<file path="config.mk">
export PLATFORM = sky130hd
export DESIGN_NAME = conf_mul_rr_sched
export DESIGN_NICKNAME = d
export VERILOG_FILES = /design/src/rtl/conf_mul_rr_sched.sv
export SDC_FILE = /design/constraint.sdc
export NUM_CORES = 1
export LEC_CHECK = 0
export ABC_AREA = 0
export CAP_MARGIN = 10
export CORE_AREA = 2 2 192 194
export DETAILED_ROUTE_END_ITERATION = 8
export DIE_AREA = 0 0 194 196
export PLACE_DENSITY = 0.6
export SETUP_SLACK_MARGIN = 0.05
export SLEW_MARGIN = 40
export SYNTH_ARGS = -nofsm -noshare
export SYNTH_HDL_FRONTEND = slang
export SYNTH_SLANG_ARGS = --single-unit
</file>
<file path="constraint.sdc">
create_clock -name clk -period 2.51 [get_ports clk]
set_clock_uncertainty 0.2 [all_clocks]
set_input_delay 0.3765 -clock clk [delete_from_list [all_inputs] [get_ports clk]]
set_output_delay 0.3765 -clock clk [all_outputs]
set_load 0.02 [all_outputs]
</file>
<file path="src/rtl/conf_mul_rr_sched.sv">
// Round-robin scheduler sharing one approximate/accurate 32-bit multiplier datapath.
// Holds operands for a mode-dependent cycle count, then returns the product with its requester ID.
module conf_mul_rr_sched #(
    parameter int NUM_REQ            = 4,
    parameter int DATA_PATH_BITWIDTH = 16,
    parameter int APX_CYCLES         = 1,
    parameter int ACC_CYCLES         = 3
) (
    input  logic                          clk,
    input  logic                          rst,
    input  logic [NUM_REQ-1:0]            req_valid,
    output logic [NUM_REQ-1:0]            req_ready,
    input  logic [NUM_REQ*32-1:0]         req_a,
    input  logic [NUM_REQ*32-1:0]         req_b,
    input  logic [NUM_REQ-1:0]            req_acc,
    output logic [DATA_PATH_BITWIDTH-1:0] mul_apx_a,
    output logic [DATA_PATH_BITWIDTH-1:0] mul_apx_b,
    output logic [31:0]                   mul_acc_a,
    output logic [31:0]                   mul_acc_b,
    output logic                          mul_acc_sel,
    input  logic [63:0]                   mul_d,
    output logic                          resp_valid,
    input  logic                          resp_ready,
    output logic [63:0]                   resp_d,
    output logic [$clog2(NUM_REQ)-1:0]    resp_id,
    output logic                          resp_acc,
    output logic                          busy
);

    localparam int IDW  = $clog2(NUM_REQ);
    localparam int MAXC = (ACC_CYCLES > APX_CYCLES) ? ACC_CYCLES : APX_CYCLES;
    localparam int CW   = (MAXC > 1) ? $clog2(MAXC) : 1;

    localparam logic [CW-1:0]  APX_LD   = CW'(APX_CYCLES - 1);
    localparam logic [CW-1:0]  ACC_LD   = CW'(ACC_CYCLES - 1);
    localparam logic [IDW-1:0] LAST_RST = IDW'(NUM_REQ - 1);
    localparam logic [IDW:0]   NREQ_W   = (IDW+1)'(NUM_REQ);

    typedef enum logic [1:0] {
        S_IDLE,
        S_EXEC,
        S_RESP
    } state_t;

    state_t           r_state;
    state_t           w_next;

    logic [IDW-1:0]   r_last;
    logic [CW-1:0]    r_cnt;
    logic [31:0]      r_a;
    logic [31:0]      r_b;
    logic             r_acc;
    logic             r_resp_valid;
    logic [63:0]      r_resp_d;
    logic [IDW-1:0]   r_resp_id;
    logic             r_resp_acc;
    logic             r_busy;

    logic             w_found;
    logic [IDW-1:0]   w_gnt;
    logic [IDW:0]     w_idx;
    logic             w_take;

    // Search starts one past the last grant and wraps, so the previous winner ranks lowest.
    always_comb begin
        w_found = 1'b0;
        w_gnt   = '0;
        w_idx   = '0;
        for (int k = 1; k <= NUM_REQ; k++) begin
            w_idx = {1'b0, r_last} + (IDW+1)'(k);
            if (w_idx >= NREQ_W)
                w_idx = w_idx - NREQ_W;
            if (!w_found && req_valid[w_idx[IDW-1:0]]) begin
                w_found = 1'b1;
                w_gnt   = w_idx[IDW-1:0];
            end
        end
    end

    // Gated by rst as well so every output reads 0 while reset is held.
    assign w_take    = (r_state == S_IDLE) && w_found && rst;
    assign req_ready = w_take ? ({{(NUM_REQ-1){1'b0}}, 1'b1} << w_gnt) : '0;

    always_ff @(posedge clk or negedge rst) begin
        if (!rst)
            r_state <= S_IDLE;
        else
            r_state <= w_next;
    end

    always_comb begin
        w_next = r_state;
        case (r_state)
            S_IDLE:  if (w_found)       w_next = S_EXEC;
            S_EXEC:  if (r_cnt == '0)   w_next = S_RESP;
            S_RESP:  if (resp_ready)    w_next = S_IDLE;
            default:                    w_next = S_IDLE;
        endcase
    end

    // Operand registers double as the datapath drive; they are cleared on leaving EXEC.
    always_ff @(posedge clk or negedge rst) begin
        if (!rst) begin
            r_last       <= LAST_RST;
            r_cnt        <= '0;
            r_a          <= '0;
            r_b          <= '0;
            r_acc        <= 1'b0;
            r_resp_valid <= 1'b0;
            r_resp_d     <= '0;
            r_resp_id    <= '0;
            r_resp_acc   <= 1'b0;
            r_busy       <= 1'b0;
        end else begin
            case (r_state)
                S_IDLE: begin
                    if (w_found) begin
                        r_a    <= req_a[{w_gnt, 5'b0} +: 32];
                        r_b    <= req_b[{w_gnt, 5'b0} +: 32];
                        r_acc  <= req_acc[w_gnt];
                        r_last <= w_gnt;
                        r_cnt  <= req_acc[w_gnt] ? ACC_LD : APX_LD;
                        r_busy <= 1'b1;
                    end
                end
                S_EXEC: begin
                    if (r_cnt == '0) begin
                        r_resp_d     <= mul_d;
                        r_resp_valid <= 1'b1;
                        r_resp_id    <= r_last;
                        r_resp_acc   <= r_acc;
                        r_a          <= '0;
                        r_b          <= '0;
                        r_acc        <= 1'b0;
                    end else begin
                        r_cnt <= r_cnt - 1'b1;
                    end
                end
                S_RESP: begin
                    if (resp_ready) begin
                        r_resp_valid <= 1'b0;
                        r_busy       <= 1'b0;
                    end
                end
                default: ;
            endcase
        end
    end

    assign mul_acc_a   = r_a;
    assign mul_acc_b   = r_b;
    assign mul_apx_a   = r_a[31 -: DATA_PATH_BITWIDTH];
    assign mul_apx_b   = r_b[31 -: DATA_PATH_BITWIDTH];
    assign mul_acc_sel = r_acc;

    assign resp_valid  = r_resp_valid;
    assign resp_d      = r_resp_d;
    assign resp_id     = r_resp_id;
    assign resp_acc    = r_resp_acc;
    assign busy        = r_busy;

endmodule

</file>
# After elaboration in Yosys (flattened, before gate mapping)
# Index checks and enable logic that the tools add are counted.
dict set report totals {
  out_inout_bits 170
  regBits 140
  elab_cells 102
  input_bits 331
}
dict set report classes {
  n_eq_ne 6
  n_addsub 9
  mux 44
  order_cmp 9
  n_reduce_logical 20
  n_shift 3
}
# cell n
set op_table {}
lappend op_table {{$shiftx 128x8->32} 2}
lappend op_table {{$pmux 32 s2} 2}
lappend op_table {{$mux 32} 3}
lappend op_table {{$mux 2} 14}
lappend op_table {{$lt 2x3->1 const B} 5}
lappend op_table {{$reduce_and 3->1} 5}
lappend op_table {{$mux 1} 14}
lappend op_table {{$ge 3x3->1 const B} 4}
lappend op_table {{$bmux 1 s2} 5}
lappend op_table {{$sub 2x1->2 const B} 5}
lappend op_table {{$ne 2x2->1 const B} 4}
lappend op_table {{$add 2x2->3 const B} 2}
lappend op_table {{$pmux 1 s2} 3}
lappend op_table {{$pmux 2 s3} 1}
lappend op_table {{$reduce_bool 2->1} 3}
lappend op_table {{$logic_and 1x1->1} 5}
lappend op_table {{$logic_not 2->1} 2}
lappend op_table {{$mux 4} 1}
lappend op_table {{$pmux 2 s2} 1}
lappend op_table {{$reduce_and 2->1} 2}
lappend op_table {{$shl 1x2->4 const A} 1}
lappend op_table {{$add 2x1->3 const B} 1}
lappend op_table {{$add 2x3->3 const B} 1}
lappend op_table {{$logic_not 1->1} 3}
lappend op_table {{2 further kinds} 2}

# Logic depth before layout (Yosys ltp)
# Gate-level depths: netlist of the first run.
dict set report depth {
  ltp_word 20
  ltp_mapped 8
  depth_no_buf 6
}

# Least setup slack after synthesis of the first run
# Ideal clock, no wire load.
dict set report synth_timing {
  path_kind {reg2out}
  startpoint {register r_last[0]}
  endpoint {output req_ready[1]}
  stages_incl_launch_ff 8
  t_arrival_ps 1632
  path_slack_ps 301
  required_ps 1934
  path_buffers 3
  cell_sequence {dfstp_2 buf_4 nor2_1 a211o_1 o211a_2 buf_6 buf_2 and3_1}
}
dict set report synth_via {
  elab_chain_len 18
  elab_cells_between_ends 42
  classes_between {8 x add/sub; 4 x order compare; 1 x shift; 21 x mux; 8 x reduce/logical}
}
# element line_no
set synth_rtl {}
lappend synth_rtl {{start, declared} 48} ;# logic [IDW-1:0] r_last;
lappend synth_rtl {{start signal, assigned} 121} ;# r_last <= w_gnt;
lappend synth_rtl {{$add 2x1->3} 70} ;# w_idx = {1'b0, r_last} + (IDW+1)'(k);
lappend synth_rtl {{$ge 3x3->1 / $sub 2x1->2 (equally long branches)} {71, 72}}
lappend synth_rtl {{$mux 2} 71} ;# if (w_idx >= NREQ_W)
lappend synth_rtl {{$bmux 1 s2} 73} ;# if (!w_found && req_valid[w_idx[IDW-1:0]]) begin
lappend synth_rtl {{$mux 1 (implied by the code)} 73}
lappend synth_rtl {{$mux 1} 73}
lappend synth_rtl {{$logic_not 1->1} 73}
lappend synth_rtl {{$logic_and 1x1->1} 73}
lappend synth_rtl {{$mux 1} 73}
lappend synth_rtl {{$logic_not 1->1} 73}
lappend synth_rtl {{$logic_and 1x1->1} 73}
lappend synth_rtl {{$mux 1} 73}
lappend synth_rtl {{$logic_not 1->1} 73}
lappend synth_rtl {{$logic_and 1x1->1} 73}
lappend synth_rtl {{$mux 1} 73}
lappend synth_rtl {{$logic_and 1x1->1 (2 in a row)} 81} ;# assign w_take = (r_state == S_IDLE) && w_found && rst;
lappend synth_rtl {{$mux 4 *} 82} ;# assign req_ready = w_take ? ({{(NUM_REQ-1){1'b0}}, 1'b1} << w_gnt) : '0;
lappend synth_rtl {{end, declared} 12} ;# output logic [NUM_REQ-1:0] req_ready,
# Every way passes the cells marked *; elsewhere a longest branch is shown, timed or not. The select of a mux whose other input is x is not followed.

# Final worst setup path of the first run
dict set report layout_timing {
  startpoint {input req_valid[3]}
  endpoint {output req_ready[2]}
}
dict set report layout_via {
  elab_chain_len 15
  elab_cells_between_ends 26
  classes_between {1 x shift; 17 x mux; 8 x reduce/logical}
}
# element line_no
set layout_rtl {}
lappend layout_rtl {{start, declared} 11} ;# input logic [NUM_REQ-1:0] req_valid,
lappend layout_rtl {{$bmux 1 s2} 73}
lappend layout_rtl {{$mux 1 (implied by the code)} 73}
lappend layout_rtl {{$mux 1} 73}
lappend layout_rtl {{$logic_not 1->1} 73}
lappend layout_rtl {{$logic_and 1x1->1} 73}
lappend layout_rtl {{$mux 1} 73}
lappend layout_rtl {{$logic_not 1->1} 73}
lappend layout_rtl {{$logic_and 1x1->1} 73}
lappend layout_rtl {{$mux 1} 73}
lappend layout_rtl {{$logic_not 1->1} 73}
lappend layout_rtl {{$logic_and 1x1->1} 73}
lappend layout_rtl {{$mux 1} 73}
lappend layout_rtl {{$logic_and 1x1->1 (2 in a row)} 81}
lappend layout_rtl {{$mux 4 *} 82}
# Marks and branches as above.

==> results_dict.tcl, run 1 <==
set metrics [dict create \
    slowest_delay_ns 0.43 \
    total_power_mw 16.8 \
    cap_violations 0 \
    setup_violations 0 \
    required_ns 1.93 \
    die_width_um 194 \
    yosysMostFrequentCell "dfrtp_1" \
    path_cells "clkdlybuf4s50_1 -> buf_6 -> nor4_4 -> nor3_4 -> buf_4 -> and3_4 -> buf_6" \
    core_area_mm2 0.0361 \
    die_y_um 196 \
    synth-edff-count 0 \
    synth_xor_area_share_pct 0.127 \
    cts-htree-levels 4 \
    synth_compound_area_share_pct 27.2 \
    p_per_area_mw_per_mm2 1270 \
    synth_top_family_by_area "compound AO/OA/AOI/OAI gates" \
    grt_start_max_net_pins 66 \
    path_clk_slew_ns 0.06 \
    top_layer "met4" \
    root_buffer "clkbuf_16" \
    antenna_found_initial 2 \
    fin_area_mm2 0.0132 \
    tritoncts "yes" \
    grt-ovfl-total 0 \
    outcome "completed" \
    drv_slew 0 \
    drc_errors 0 \
    drive_above_1_share_pct 15.9 \
    portBuffers 500 \
    totalWireLength_um 31500 \
    async_flop_share_pct 100 \
    drt-met1-wl_um 12400 \
    wl_per_cell_um 19.8 \
    period_share_pct 97.2 \
    leakagePower_nw 5.14 \
    globalplace.congestion 0.860 \
    cts_sinks 140 \
    yosysTopAreaCell "dfrtp_1" \
    startpoint_type "input port" \
    synth.top_cells.by_count "dfrtp_1, a21oi_1, a22oi_1, mux2_2, a221oi_1" \
    drtPass1Iterations 5 \
    whs_ns 0.290 \
    relSlewSlack_pct 56.4 \
    cp.arrival_ns 1.86 \
    ys_warn_count 0 \
    clockBufferDepth 2 \
    via_per_inst 4.61 \
    grt_pass1_vias 7687 \
    postSynthAreaPerCell_um2 11.0 \
    cts_inserted_buffers 17 \
    nets 1437 \
    drtIter0Drc 276 \
    synth_flop_cell "dfrtp_1" \
    grt_pass1_wl_um 45900 \
    syn-instance-count 627 \
    grt_use_total_pct 15.9 \
    yosys.area_share.simple_pct 2.66 \
    die_area_mm2 0.0380 \
    ant_nets 0 \
    clock_latency_ns 0.43 \
    cp_slowest_cell "clkdlybuf4s50_1" \
    path_max_fanout 5 \
    num_rows 70 \
    worstMarginPinSlew_ns 0.654 \
    crit_path_end_kind "output port" \
    ys_seq_elements 140 \
    synth_adder_area_share_pct 0.181 \
    finalHoldViolations 0 \
    grt_setup_unrepaired "yes" \
    routed-via-count 7328 \
    netlist_area_mm2 0.00691 \
    met2RoutedLength_um 15800 \
    dp_hpwl_um 24000 \
    synth.distinct_cells 40 \
    syn_to_final_growth_pct 91.5 \
    worst-setup-path-type "in2out" \
    peakVddDrop_mv 0.681 \
    hold_depth 2 \
    synth_top_cell_area_share_pct 50.0 \
    path_common_cell "buf_6" \
    place_area_mm2 0.0124 \
    synth_area_leaders "dfrtp_1, mux2_2, a21oi_1" \
    ios 501 \
    finalCriticalPeriod_ns 2.44 \
    synth_fp_nets 959 \
    muxShareOfSynthArea_pct 10.8 \
    fmax_ghz 0.410 \
    initial_core_util_pct 19.1 \
    synth.yosys.seq_area_share_pct 50.8 \
    met3_length_um 2560 \
    rr_worst_depth 7 \
    hold_class "reg2reg" \
]
-- cell type report --
type                            count  area (µm²)
Antenna cell                        2        5.00
Clock buffer                       21         470
Clock inverter                     11         156
Fill cell                        3618       22900
Inverter                            7        26.3
Multi-Input combinational cell    384        2950
Sequential cell                   140        3510
Tap cell                          468         586
Timing Repair Buffer              555        5530
-- per-layer routing --
| layer | global-route usage, % | vias to the layer above |
|---|---|---|
| met5 | 0 | - |
| met4 | 4.63 | 0 |
| met2 | 27.8 | 381 |
| li1 | - | 3349 |
| met3 | 6.03 | 38 |
| met1 | 18.1 | 3560 |
-- worst max-delay path, delay by kind of cell --
family                 cells  cell delay (ns)
buffers and inverters      4             0.88
and+or+nand+nor            3             0.60
-- timing repair --
action | CTS | global route
buffers inserted | 3 | 8
gates resized for setup | 29 | 8
pin swaps | 4 | 6
endpoints found under the hold margin | 92 | 0
hold buffers | 1 | 0
endpoints found under the setup margin | 5 | 18
-- cells in the final DEF (no fill, tap or decap), types with 4 or more instances in the layout --
cell and instances:
clkbuf_16 17, a22oi_1 65, a221oi_1 61, buf_6 7, inv_1 6, clkdlybuf4s50_1 494, buf_4 44, nor2_1 6
nand2_1 5, buf_12 8, a21oi_1 133, a31oi_1 4, o21ai_0 7, dfrtp_1 138, mux2_2 66
-- state kept, by name (all words and copies together), names as in the netlist --
register and flops:
resp_acc 1, mul_acc_a 32, resp_id 2, mul_acc_b 32
resp_valid 1, r_cnt 2, r_state 2, mul_acc_sel 1
busy 1, r_last 2, resp_d 64
-- where the power goes --
part | leakage, nW | switching (mW) | total, mW | internal (mW)
sequential | 1.64 | 0.819 | 4.30 | 3.48
clock | 0.297 | 1.07 | 2.72 | 1.66
combinational | 3.20 | 4.94 | 9.74 | 4.80
total | 5.14 | 6.83 | 16.8 | 9.94
-- path summary, 6_finish.rpt --
check / startpoint / to / slack (ns)
worst max-delay path: req_valid[3] / req_ready[2] / 0.07
worst min-delay path: resp_id[0]$_DFFE_PN0P_ / resp_id[0]$_DFFE_PN0P_ / 0.29
worst max register to register: r_last[0]$_DFFE_PN1P_ / mul_acc_a[25]$_DFFE_PN0P_ / 0.09
worst min register to register: resp_id[0]$_DFFE_PN0P_ / resp_id[0]$_DFFE_PN0P_ / 0.29
max in group asynchronous: rst / mul_acc_b[11]$_DFFE_PN0P_ / 0.72
min in group asynchronous: rst / mul_acc_a[16]$_DFFE_PN0P_ / 0.41
-- cells by family after synthesis --
group           count (synthesis)
flops                         140
simple gates                   31
xor+xnor                        1
buf+inv                       103
fa+ha+maj                       1
mux                            66
compound gates                285
-- stage by stage --
step | util [%] | std cells | setup slack, ns | TNS [ns]
final | 36.7 | 1588 | 0.0709 | 0
after floorplan | - | 627 | 0.301 | 0
after detailed placement | 34.4 | 1541 | -0.601 | -19.15
after CTS | 36.3 | 1577 | 0.0183 | 0
after global routing | 36.7 | 1587 | -0.0118 | -0.0118
after global placement | 34.4 | 1541 | -0.553 | -16.17
Note: power is estimated with default switching activity, not from simulation.
==> run 2, diff against run 1 <==
--- a/config.mk
+++ b/config.mk
@@ -12,6 +12,7 @@
 export DIE_AREA = 0 0 194 196
 export PLACE_DENSITY = 0.6
 export SETUP_SLACK_MARGIN = 0.05
+export SKIP_LAST_GASP = 1
 export SLEW_MARGIN = 40
 export SYNTH_ARGS = -nofsm -noshare
 export SYNTH_HDL_FRONTEND = slang
==> results_dict.tcl, run 2 (same netlist as run 1, synthesis figures left out) <==
set metrics [dict create \
    outcome "completed" \
    combPwrFrac_pct 58.1 \
    slowest_delay_ns 0.48 \
    layout_commonest_cell "clkdlybuf4s50_1" \
    grt_setup_unrepaired "yes" \
    setup_violations 0 \
    fmax_ghz 0.413 \
    ios 501 \
    totalWireLength_um 31500 \
    syn_to_final_growth_pct 91.2 \
    grt_pass1_vias 7680 \
    grt_use_total_pct 15.9 \
    globalplace.congestion 0.860 \
    p_per_area_mw_per_mm2 1270 \
    routed-via-count 7298 \
    core_area_mm2 0.0361 \
    path_max_fanout 5 \
    path_common_cell "buf_6" \
    worstMarginPinSlew_ns 0.655 \
    path_cells "clkdlybuf4s50_1 -> buf_6 -> nor2_1 -> a211o_1 -> o211a_4 -> and3_4 -> buf_6" \
    crit_buf_inv 3 \
    worst-setup-path-type "in2out" \
    cap_violations 0 \
    required_ns 1.93 \
    p_sw_share_pct 40.7 \
    final_cell_mix "clkdlybuf4s50_1, dfrtp_1, a21oi_1" \
    grt_start_max_net_pins 66 \
    grt-ovfl-total 0 \
    p_sw_mw 6.82 \
    path_clk_slew_ns 0.06 \
    clkPwrFrac_pct 16.3 \
    cts_inserted_buffers 17 \
    finalCriticalPeriod_ns 2.42 \
    whs_ns 0.290 \
    portBuffers 500 \
    die_area_mm2 0.0380 \
    clock_latency_ns 0.43 \
    antenna_found_initial 2 \
    cell_internal_pwr_mw 9.93 \
    ant_nets 0 \
    seqPwrFrac_pct 25.6 \
    final_cell_count_no_fill 1587 \
    nets 1436 \
    fin_util_pct 36.6 \
    die_width_um 194 \
    finalHoldViolations 0 \
    cts_sinks 140 \
    cts-htree-levels 4 \
    via_per_inst 4.60 \
    initial_core_util_pct 19.1 \
    leakagePower_nw 5.14 \
    grt_pass1_wl_um 45900 \
    wl_per_cell_um 19.9 \
    cp_slowest_cell "clkdlybuf4s50_1" \
    drive_above_1_share_pct 15.7 \
    hold_class "reg2reg" \
    cp.arrival_ns 1.84 \
    clockBufferDepth 2 \
    relSlewSlack_pct 56.4 \
    placed_cells 1541 \
    die_y_um 196 \
    num_rows 70 \
    drc_errors 0 \
    root_buffer "clkbuf_16" \
    drtPass1Iterations 5 \
    largest_reg_flops 64 \
    crit_path_end_kind "output port" \
    tritoncts "yes" \
    drv_slew 0 \
    dp_hpwl_um 24000 \
    period_share_pct 96.4 \
    drtIter0Drc 251 \
    startpoint_type "input port" \
    peakVddDrop_mv 0.681 \
    cp_top_family "buffers and inverters" \
]
-- run 2: cell count changes in the layout (fill, tap and decap cells not counted) --
cell | before | now
nor2_1 | 6 | 7
a221oi_1 | 61 | 63
clkdlybuf4s50_1 | 494 | 493
a21oi_2 | 0 | 1
buf_4 | 44 | 43
a221oi_2 | 3 | 1
nor2_4 | 1 | 0
a21oi_1 | 133 | 132
dlymetal6s2s_1 | 0 | 1
-- run 2: worst min-delay path: stages (launching register included) --
cell	delay (ns)
dfrtp_1	0.34
nand2_1	0.04
o21ai_0	0.06
-- run 2: per-layer routing --
layer  vias to the layer above  track usage, %  share of wire [%]
li1                       3346               -                  -
met5                         -               0                  0
met4                         0            4.63                1.9
met2                       345            27.8                 50
met3                        28            6.03                7.8
met1                      3579            18.1                 40
-- run 2: area by class of cell --
class | count | area [µm²]
Antenna cell | 2 | 5.00
Clock buffer | 21 | 470
Clock inverter | 11 | 156
Fill cell | 3615 | 22900
Inverter | 7 | 26.3
Multi-Input combinational cell | 384 | 2930
Sequential cell | 140 | 3510
Tap cell | 468 | 586
Timing Repair Buffer | 554 | 5530
-- run 2: per-stage QoR --
stage | total power [mW] | setup TNS [ns] | instance area (µm²) | setup slack [ns]
3_5_place_dp | 13.9 | -19.15 | 12400 | -0.601
3_3_place_gp | 13.8 | -16.17 | 12400 | -0.553
4_1_cts | 16.8 | -0.0729 | 13100 | -0.0423
6_report | 16.7 | 0 | 13200 | 0.0913
5_1_grt | 17.7 | 0 | 13200 | 0.0257
2_1_floorplan | 9.44 | 0 | 6910 | 0.301
-- run 2: timing repair --
| action | in CTS | in global routing |
|---|---|---|
| hold buffers | 1 | 0 |
| setup buffers | 3 | 7 |
| gates resized for setup | 21 | 14 |
| gates cloned | 0 | 0 |
| setup endpoints to repair | 5 | 18 |
| endpoints found under the hold margin | 92 | 0 |
| pin swaps | 4 | 6 |
-- run 2: final timing paths --
check	start	to	slack [ns]	cells past startpoint
min in group asynchronous	rst	mul_acc_a[16]$_DFFE_PN0P_	0.40	3
max in group asynchronous	rst	mul_acc_b[11]$_DFFE_PN0P_	0.72	4
max	req_valid[3]	req_ready[1]	0.09	7
max reg2reg	r_last[1]$_DFFE_PN1P_	mul_acc_a[25]$_DFFE_PN0P_	0.21	7
min reg2reg	resp_id[0]$_DFFE_PN0P_	resp_id[0]$_DFFE_PN0P_	0.29	2
min	resp_id[0]$_DFFE_PN0P_	resp_id[0]$_DFFE_PN0P_	0.29	2
-- run 2: power by group through the flow --
stage                     Clock [mW]  Combinational [mW]  Sequential (mW)
final                           2.73                9.73             4.29
after global routing            2.91                10.4             4.43
after CTS                       2.82                9.69             4.29
after detailed placement           0                9.62             4.32
after global placement             0                9.53             4.27
after floorplan                    0                3.95             5.50
